**src/rtl/trace_repository_datatypes.sv**
```systemverilog
// Shared trace-repository types: entry layout, index width, opcode
// constants and the dispatcher state encoding.
package trace_repository_datatypes;

  localparam int TRACE_ENTRIES     = 16;
  localparam int TRACE_INDEX_WIDTH = $clog2(TRACE_ENTRIES);
  localparam int REPO_ADDR_WIDTH   = 16;

  localparam logic [6:0] OPC_LOAD  = 7'h03;
  localparam logic [6:0] OPC_STORE = 7'h23;

  // One repository entry: the traced instruction word and the data address
  // it touched (meaningful only for loads and stores).
  typedef struct packed {
    logic [31:0]                instruction;
    logic [REPO_ADDR_WIDTH-1:0] mem_addr;
  } trace_repo_data_entry;

  typedef enum logic [2:0] {
    IDLE       = 3'd0,
    REQUEST    = 3'd1,
    CANCELLING = 3'd2,
    MARK_START = 3'd3,
    PRELOAD    = 3'd4,
    WAIT_RESP  = 3'd5,
    MARK_END   = 3'd6,
    FINISHED   = 3'd7
  } dispatch_state_t;

  function automatic logic is_mem_op(input logic [6:0] opcode);
    return (opcode == OPC_LOAD) || (opcode == OPC_STORE);
  endfunction

  function automatic logic is_store_op(input logic [6:0] opcode);
    return opcode == OPC_STORE;
  endfunction

endpackage

```
**src/rtl/trace_dispatcher.sv**
```systemverilog
// Trace dispatcher: pulls entries from a locked trace repository, marks
// memory entries as in-flight, preloads their data address into the data
// cache and marks them retired.
//
// Handshakes: every request output (trace_req, cancel, mark_done, pf_req)
// is held high until its acknowledge input (entry_valid / cancelled /
// processing_complete, cancelled, mark_done_valid, pf_gnt) is sampled high
// at a rising edge; the request drops on that same edge and any payload
// driven alongside it stays stable for the whole time the request is high.
module trace_dispatcher
  import trace_repository_datatypes::*;
#(
  parameter int DATA_ADDR_WIDTH = 16,
  parameter int CANCEL_TIMEOUT  = 15
) (
  input  logic                         clk,
  input  logic                         rst_n,
  input  logic                         enable,
  output logic                         trace_req,
  output logic                         cancel,
  input  trace_repo_data_entry         trace_in,
  input  logic [TRACE_INDEX_WIDTH-1:0] trace_index_i,
  input  logic                         entry_valid,
  input  logic                         cancelled,
  input  logic                         processing_complete,
  output logic                         mark_done,
  output logic [TRACE_INDEX_WIDTH-1:0] index_done,
  output logic                         processing_flag,
  output logic                         mem_trace_flag,
  output logic [DATA_ADDR_WIDTH-1:0]   mem_addr,
  input  logic                         mark_done_valid,
  output logic                         pf_req,
  output logic [DATA_ADDR_WIDTH-1:0]   pf_addr,
  output logic                         pf_we,
  input  logic                         pf_gnt,
  input  logic                         pf_rvalid,
  output logic                         done,
  output logic [15:0]                  dispatched_count,
  output logic [2:0]                   fsm_state
);

  localparam int CNT_W = (CANCEL_TIMEOUT < 1) ? 1 : $clog2(CANCEL_TIMEOUT + 1);

  dispatch_state_t state, state_next;

  logic [TRACE_INDEX_WIDTH-1:0] idx_q;
  logic [DATA_ADDR_WIDTH-1:0]   addr_q;
  logic                         store_q;
  logic [CNT_W-1:0]             cancel_cnt_q;
  logic [CNT_W-1:0]             cancel_cnt_inc;
  logic [15:0]                  count_q;
  logic                         entry_is_mem;
  logic                         unused_instr_bits;

  assign entry_is_mem      = is_mem_op(trace_in.instruction[6:0]);
  assign cancel_cnt_inc    = cancel_cnt_q + CNT_W'(1);
  assign unused_instr_bits = ^trace_in.instruction[31:7];

  // State register.
  always_ff @(posedge clk) begin
    if (!rst_n) state <= IDLE;
    else        state <= state_next;
  end

  // Next-state logic; losing enable aborts any activity back to IDLE.
  always_comb begin
    state_next = state;
    if (state != IDLE && !enable) begin
      state_next = IDLE;
    end else begin
      case (state)
        IDLE:       if (enable) state_next = REQUEST;
        REQUEST: begin
          // entry_valid outranks a simultaneous cancelled.
          if (entry_valid)              state_next = entry_is_mem ? MARK_START : MARK_END;
          else if (processing_complete) state_next = FINISHED;
          else if (cancelled)           state_next = IDLE;
          else if (cancel_cnt_inc == CNT_W'(CANCEL_TIMEOUT)) state_next = CANCELLING;
        end
        CANCELLING: if (cancelled)       state_next = IDLE;
        MARK_START: if (mark_done_valid) state_next = PRELOAD;
        PRELOAD:    if (pf_gnt)          state_next = WAIT_RESP;
        WAIT_RESP:  if (pf_rvalid)       state_next = MARK_END;
        MARK_END:   if (mark_done_valid) state_next = REQUEST;
        FINISHED:   state_next = FINISHED;
        default:    state_next = IDLE;
      endcase
    end
  end

  // Latch the accepted entry so mark/preload payloads stay stable.
  always_ff @(posedge clk) begin
    if (!rst_n) begin
      idx_q   <= '0;
      addr_q  <= '0;
      store_q <= 1'b0;
    end else if (state == REQUEST && enable && entry_valid) begin
      idx_q   <= trace_index_i;
      addr_q  <= DATA_ADDR_WIDTH'(trace_in.mem_addr);
      store_q <= is_store_op(trace_in.instruction[6:0]);
    end
  end

  // Cancel counter: counts request cycles, cleared whenever REQUEST is left.
  always_ff @(posedge clk) begin
    if (!rst_n)                                          cancel_cnt_q <= '0;
    else if (state == REQUEST && state_next == REQUEST)  cancel_cnt_q <= cancel_cnt_inc;
    else                                                 cancel_cnt_q <= '0;
  end

  // Count retired entries, saturating at all-ones.
  always_ff @(posedge clk) begin
    if (!rst_n) begin
      count_q <= '0;
    end else if (state == MARK_END && state_next == REQUEST && count_q != 16'hFFFF) begin
      count_q <= count_q + 16'd1;
    end
  end

  // Moore outputs decoded from the current state and latched entry.
  always_comb begin
    trace_req       = 1'b0;
    cancel          = 1'b0;
    mark_done       = 1'b0;
    processing_flag = 1'b0;
    mem_trace_flag  = 1'b0;
    index_done      = '0;
    mem_addr        = '0;
    pf_req          = 1'b0;
    pf_addr         = '0;
    pf_we           = 1'b0;
    done            = 1'b0;
    case (state)
      REQUEST:    trace_req = 1'b1;
      CANCELLING: begin
        trace_req = 1'b1;
        cancel    = 1'b1;
      end
      MARK_START: begin
        mark_done       = 1'b1;
        processing_flag = 1'b1;
        mem_trace_flag  = 1'b1;
        index_done      = idx_q;
        mem_addr        = addr_q;
      end
      PRELOAD: begin
        pf_req  = 1'b1;
        pf_addr = addr_q;
        pf_we   = store_q;
      end
      MARK_END: begin
        mark_done      = 1'b1;
        mem_trace_flag = 1'b1;
        index_done     = idx_q;
        mem_addr       = addr_q;
      end
      FINISHED:   done = 1'b1;
      default:    ;
    endcase
  end

  assign dispatched_count = count_q;
  assign fsm_state        = state;

endmodule

```
**config.mk**
```make
export PLATFORM = sky130hd
export DESIGN_NAME = trace_dispatcher
export DESIGN_NICKNAME = d
export VERILOG_FILES = /design/src/rtl/trace_repository_datatypes.sv /design/src/rtl/trace_dispatcher.sv
export SDC_FILE = /design/constraint.sdc
export NUM_CORES = 1
export LEC_CHECK = 0
export CAP_MARGIN = 30
export CORE_UTILIZATION = 24
export CTS_BUF_LIST = sky130_fd_sc_hd__clkbuf_2
export DETAILED_ROUTE_END_ITERATION = 7
export GPL_TIMING_DRIVEN = 0
export PLACE_DENSITY = 0.58
export SLEW_MARGIN = 40
export SYNTH_ARGS = -nofsm -noshare
export SYNTH_HDL_FRONTEND = slang
export SYNTH_SLANG_ARGS = --single-unit
```
**constraint.sdc**
```tcl
create_clock -name clk -period 2.18 [get_ports clk]
set_input_delay 0.545 -clock clk [delete_from_list [all_inputs] [get_ports clk]]
set_output_delay 0.545 -clock clk [all_outputs]
set_load 0.005 [all_outputs]
```
==> key figures <==
Run status
  • Status: finished, violations left
  • Failing checks: setup timing

Placed design
  • Dpl ws: -0.7239 ns
  • Final HPWL DP: 5547 µm
  • Post-placement cell count: 543
  • Gp weighted congestion: 0.7708
  • Port Buffers: 98

Drt
  • Via count: 2724
  • Drt first pass iters: 4
  • DRT antenna net count: 0
  • DRC Markers: 0
  • First DRT Iteration DRCs: 64
  • Routed WL per cell: 13.88 µm
  • Total wire length: 8065 µm
  • Routed vias/inst: 4.688

Die
  • Ports: 124
  • Die ar.: 10360 µm²
  • Core area: 9729 µm²
  • Rows: 36
  • Die Y: 101.8 µm
  • Die width: 101.8 µm
  • Initial Utilization: 0.2456

Yosys
  • Synth Area in Compound Gates: 0.1518
  • Syn Area/Cell: 7.660 µm²
  • Simple-Gate Fraction of Synth Area: 0.3681
  • Synthesized flop and latch total: 44
  • Netlist Area Pre-Place: 2390 µm²
  • Synth Warn #: 0
  • Synth async-reset ratio: 0
  • EDFF count, synth: 0
  • Ys flop type: dfxtp_1
  • Post-synthesis cell type count: 48
  • Multiplexer area fraction after synthesis: 0.02932
  • Sequential share of the synthesized area: 0.3686
  • Mapped Nets: 376
  • Main combinational cell family by area after synthesis: simple AND/OR/NAND/NOR gates
  • Post-Synthesis Cells: 312
  • Synth Area in XOR/XNOR: 0.01099
  • Post-Synth Adder-Cell Area: 0.01571

Critical path
  • CP Max Fanout: 5
  • Critical-path cell list: clkbuf_16 > xor2_4 > clkbuf_8 > buf_6 > buf_6 > and3_4 > buf_6
  • Setup CP Type: flop to output port
  • Startpoint Class: flop
  • CP arrival: 1.86 ns
  • Crit path required time: 1.63 ns
  • Worst reg-to-reg path cell count: 7
  • Cell family with most CP delay: buffers and inverters
  • Critical path buffer and inverter count: 5
  • Max incr delay on CP: 0.42 ns
  • Crit path depth: 7
  • Worst Setup End Kind: output port
  • CP dominant cell by count: buf_6
  • Critical path's slowest cell: dfxtp_4

CTS
  • H-tree Lvls: 2
  • Root buffer cell: clkbuf_2
  • Cts hold-fix bufs: 0
  • CTS buffer count: 5
  • CTS tree: done
  • Largest buffer count on any clock path: 2
  • CTS Sinks: 44
  • Clk Latency, worst-skew pair: 0.42 ns
  • Clock-pin slew on the worst setup and hold paths: 0.25 ns

GRT
  • Number of global-route vias before repair: 2582
  • Largest net degree at the start of global routing: 15
  • Antenna violations before repair: 0
  • First-pass GRT wire length: 12560 µm
  • GRT Util Overall: 0.1537
  • GRT Residual Overflow: 0

STA
  • Slew Limit Fails: 0
  • Unrepaired setup endpoints after global routing: true
  • Final setup violation count: 36
  • Clk_skew: 0.01433 ns
  • Tcrit/Tclk final: 1.103
  • Worst Slack Setup Final: -0.2247 ns
  • Post-route minimum period: 2.405 ns
  • Max Freq: 415.9 MHz
  • Final Hold Vio Count: 0
  • Setup TNS: -4.558 ns
  • Worst slew pin tran: 0.6813 ns
  • Worst relative slew slack: 0.5386

Finish
  • Commonest non-fill, non-tap cell in the layout: nand2_1
  • Fin util: 0.4196
  • Finished Layout Cells: 581
  • Most frequent cells in the layout: nand2_1 (62), clkdlybuf4s50_1 (54), buf_6 (38), dfxtp_1 (38), a21oi_1 (33)
  • Diodes inserted: 0
  • Layout area overhead: 70.84%
  • Nets: 511
  • Layout cell share with drive strength beyond 1: 0.2969

Worst hold path
  • Hold Path Depth: 2
  • HP Class: flop to flop

Flow run
  • Max-cap violations: 0

Power
  • VDD IR max: 0.1975 mV
  • Leakage: 1.568 nW
  • Power per Cell Area: 385.6 nW/µm²
## tightest hold or removal path: stages, from the launching register on
cell and delay, ns:
dfxtp_1 0.37, nand2_1 0.05, a21oi_1 0.05
## report_power, final
part           switching, W  internal [W]
clock              0.000291      0.000192
combinational      0.000111      0.000158
sequential       0.00000775      0.000815
## area by class of cell
cell class,count,area (µm²)
multi-input cells,237,1521
clock buffers,5,25.02
well taps,133,166.4
flip-flops and latches,44,893.4
clock inverters,3,42.54
plain buffers,20,186.4
fillers,999,5647
inverters,11,43.79
repair buffers,128,1204
## metal layers
layer / up-vias / routed length, µm / global-route usage
met3: 7 / 346 / 0.02277
met5: - / 0 / 0
met1: 1278 / 3585 / 0.1932
met2: 79 / 4080 / 0.2775
li1: 1360 / - / -
met4: 0 / 53 / 0.03010
## timing repair
item / CTS / global route
buffers inserted: 22 / 7
endpoints found under the setup margin: 44 / 56
gates cloned: 3 / 1
pin swaps: 15 / 7
gates resized for setup: 243 / 28
## synthesized netlist by cell type (6+ instances only)
| cell | instances | area (µm²) |
|---|---|---|
| a21oi_1 | 33 | 165.2 |
| and2_1 | 20 | 125.1 |
| and3_1 | 23 | 143.9 |
| clkbuf_1 | 16 | 60.06 |
| dfxtp_1 | 44 | 880.8 |
| inv_1 | 10 | 37.54 |
| mux2i_1 | 7 | 70.07 |
| nand2_1 | 62 | 232.7 |
| nand2b_1 | 6 | 37.54 |
| nand3_1 | 14 | 70.07 |
| nor2_1 | 7 | 26.28 |
| nor3_1 | 8 | 40.04 |
| o21ai_0 | 8 | 40.04 |
| o31ai_1 | 6 | 45.04 |
## registers in the layout, indices dropped and copies added, names as in the netlist
signal            flops
addr_q               16
dispatched_count     16
cancel_cnt_q          4
idx_q                 4
fsm_state             3
store_q               1
## worst paths after layout
kind	from	slack, ns	to
max	fsm_state[0]	-0.22	index_done[2]
min	idx_q[1]	0.47	idx_q[1]
max reg2reg	fsm_state[0]	0.11	dispatched_count[10]
min reg2reg	idx_q[1]	0.47	idx_q[1]
## per-stage QoR
| step | total power, W | hold slack, ns | cell area [µm²] |
|---|---|---|---|
| finish | 0.001574 | 0.4704 | 4083 |
| global placement | 0.001011 | 0.4381 | 3537 |
| global route | 0.001649 | 0.5026 | 4083 |
| floorplan | 0.0009070 | 0.4273 | 2390 |
| detailed placement | 0.001014 | 0.4455 | 3537 |
| CTS | 0.001582 | 0.4733 | 3993 |
## kinds of logic (layout without fill, tap and decap cells)
kind of cell	Yosys count	count (layout)
flops	44	44
buf+inv	31	167
simple gates	164	164
compound gates	60	60
fa+ha+maj	3	3
mux	7	7
xor+xnor	3	3
(Power assumes the default switching activity.)
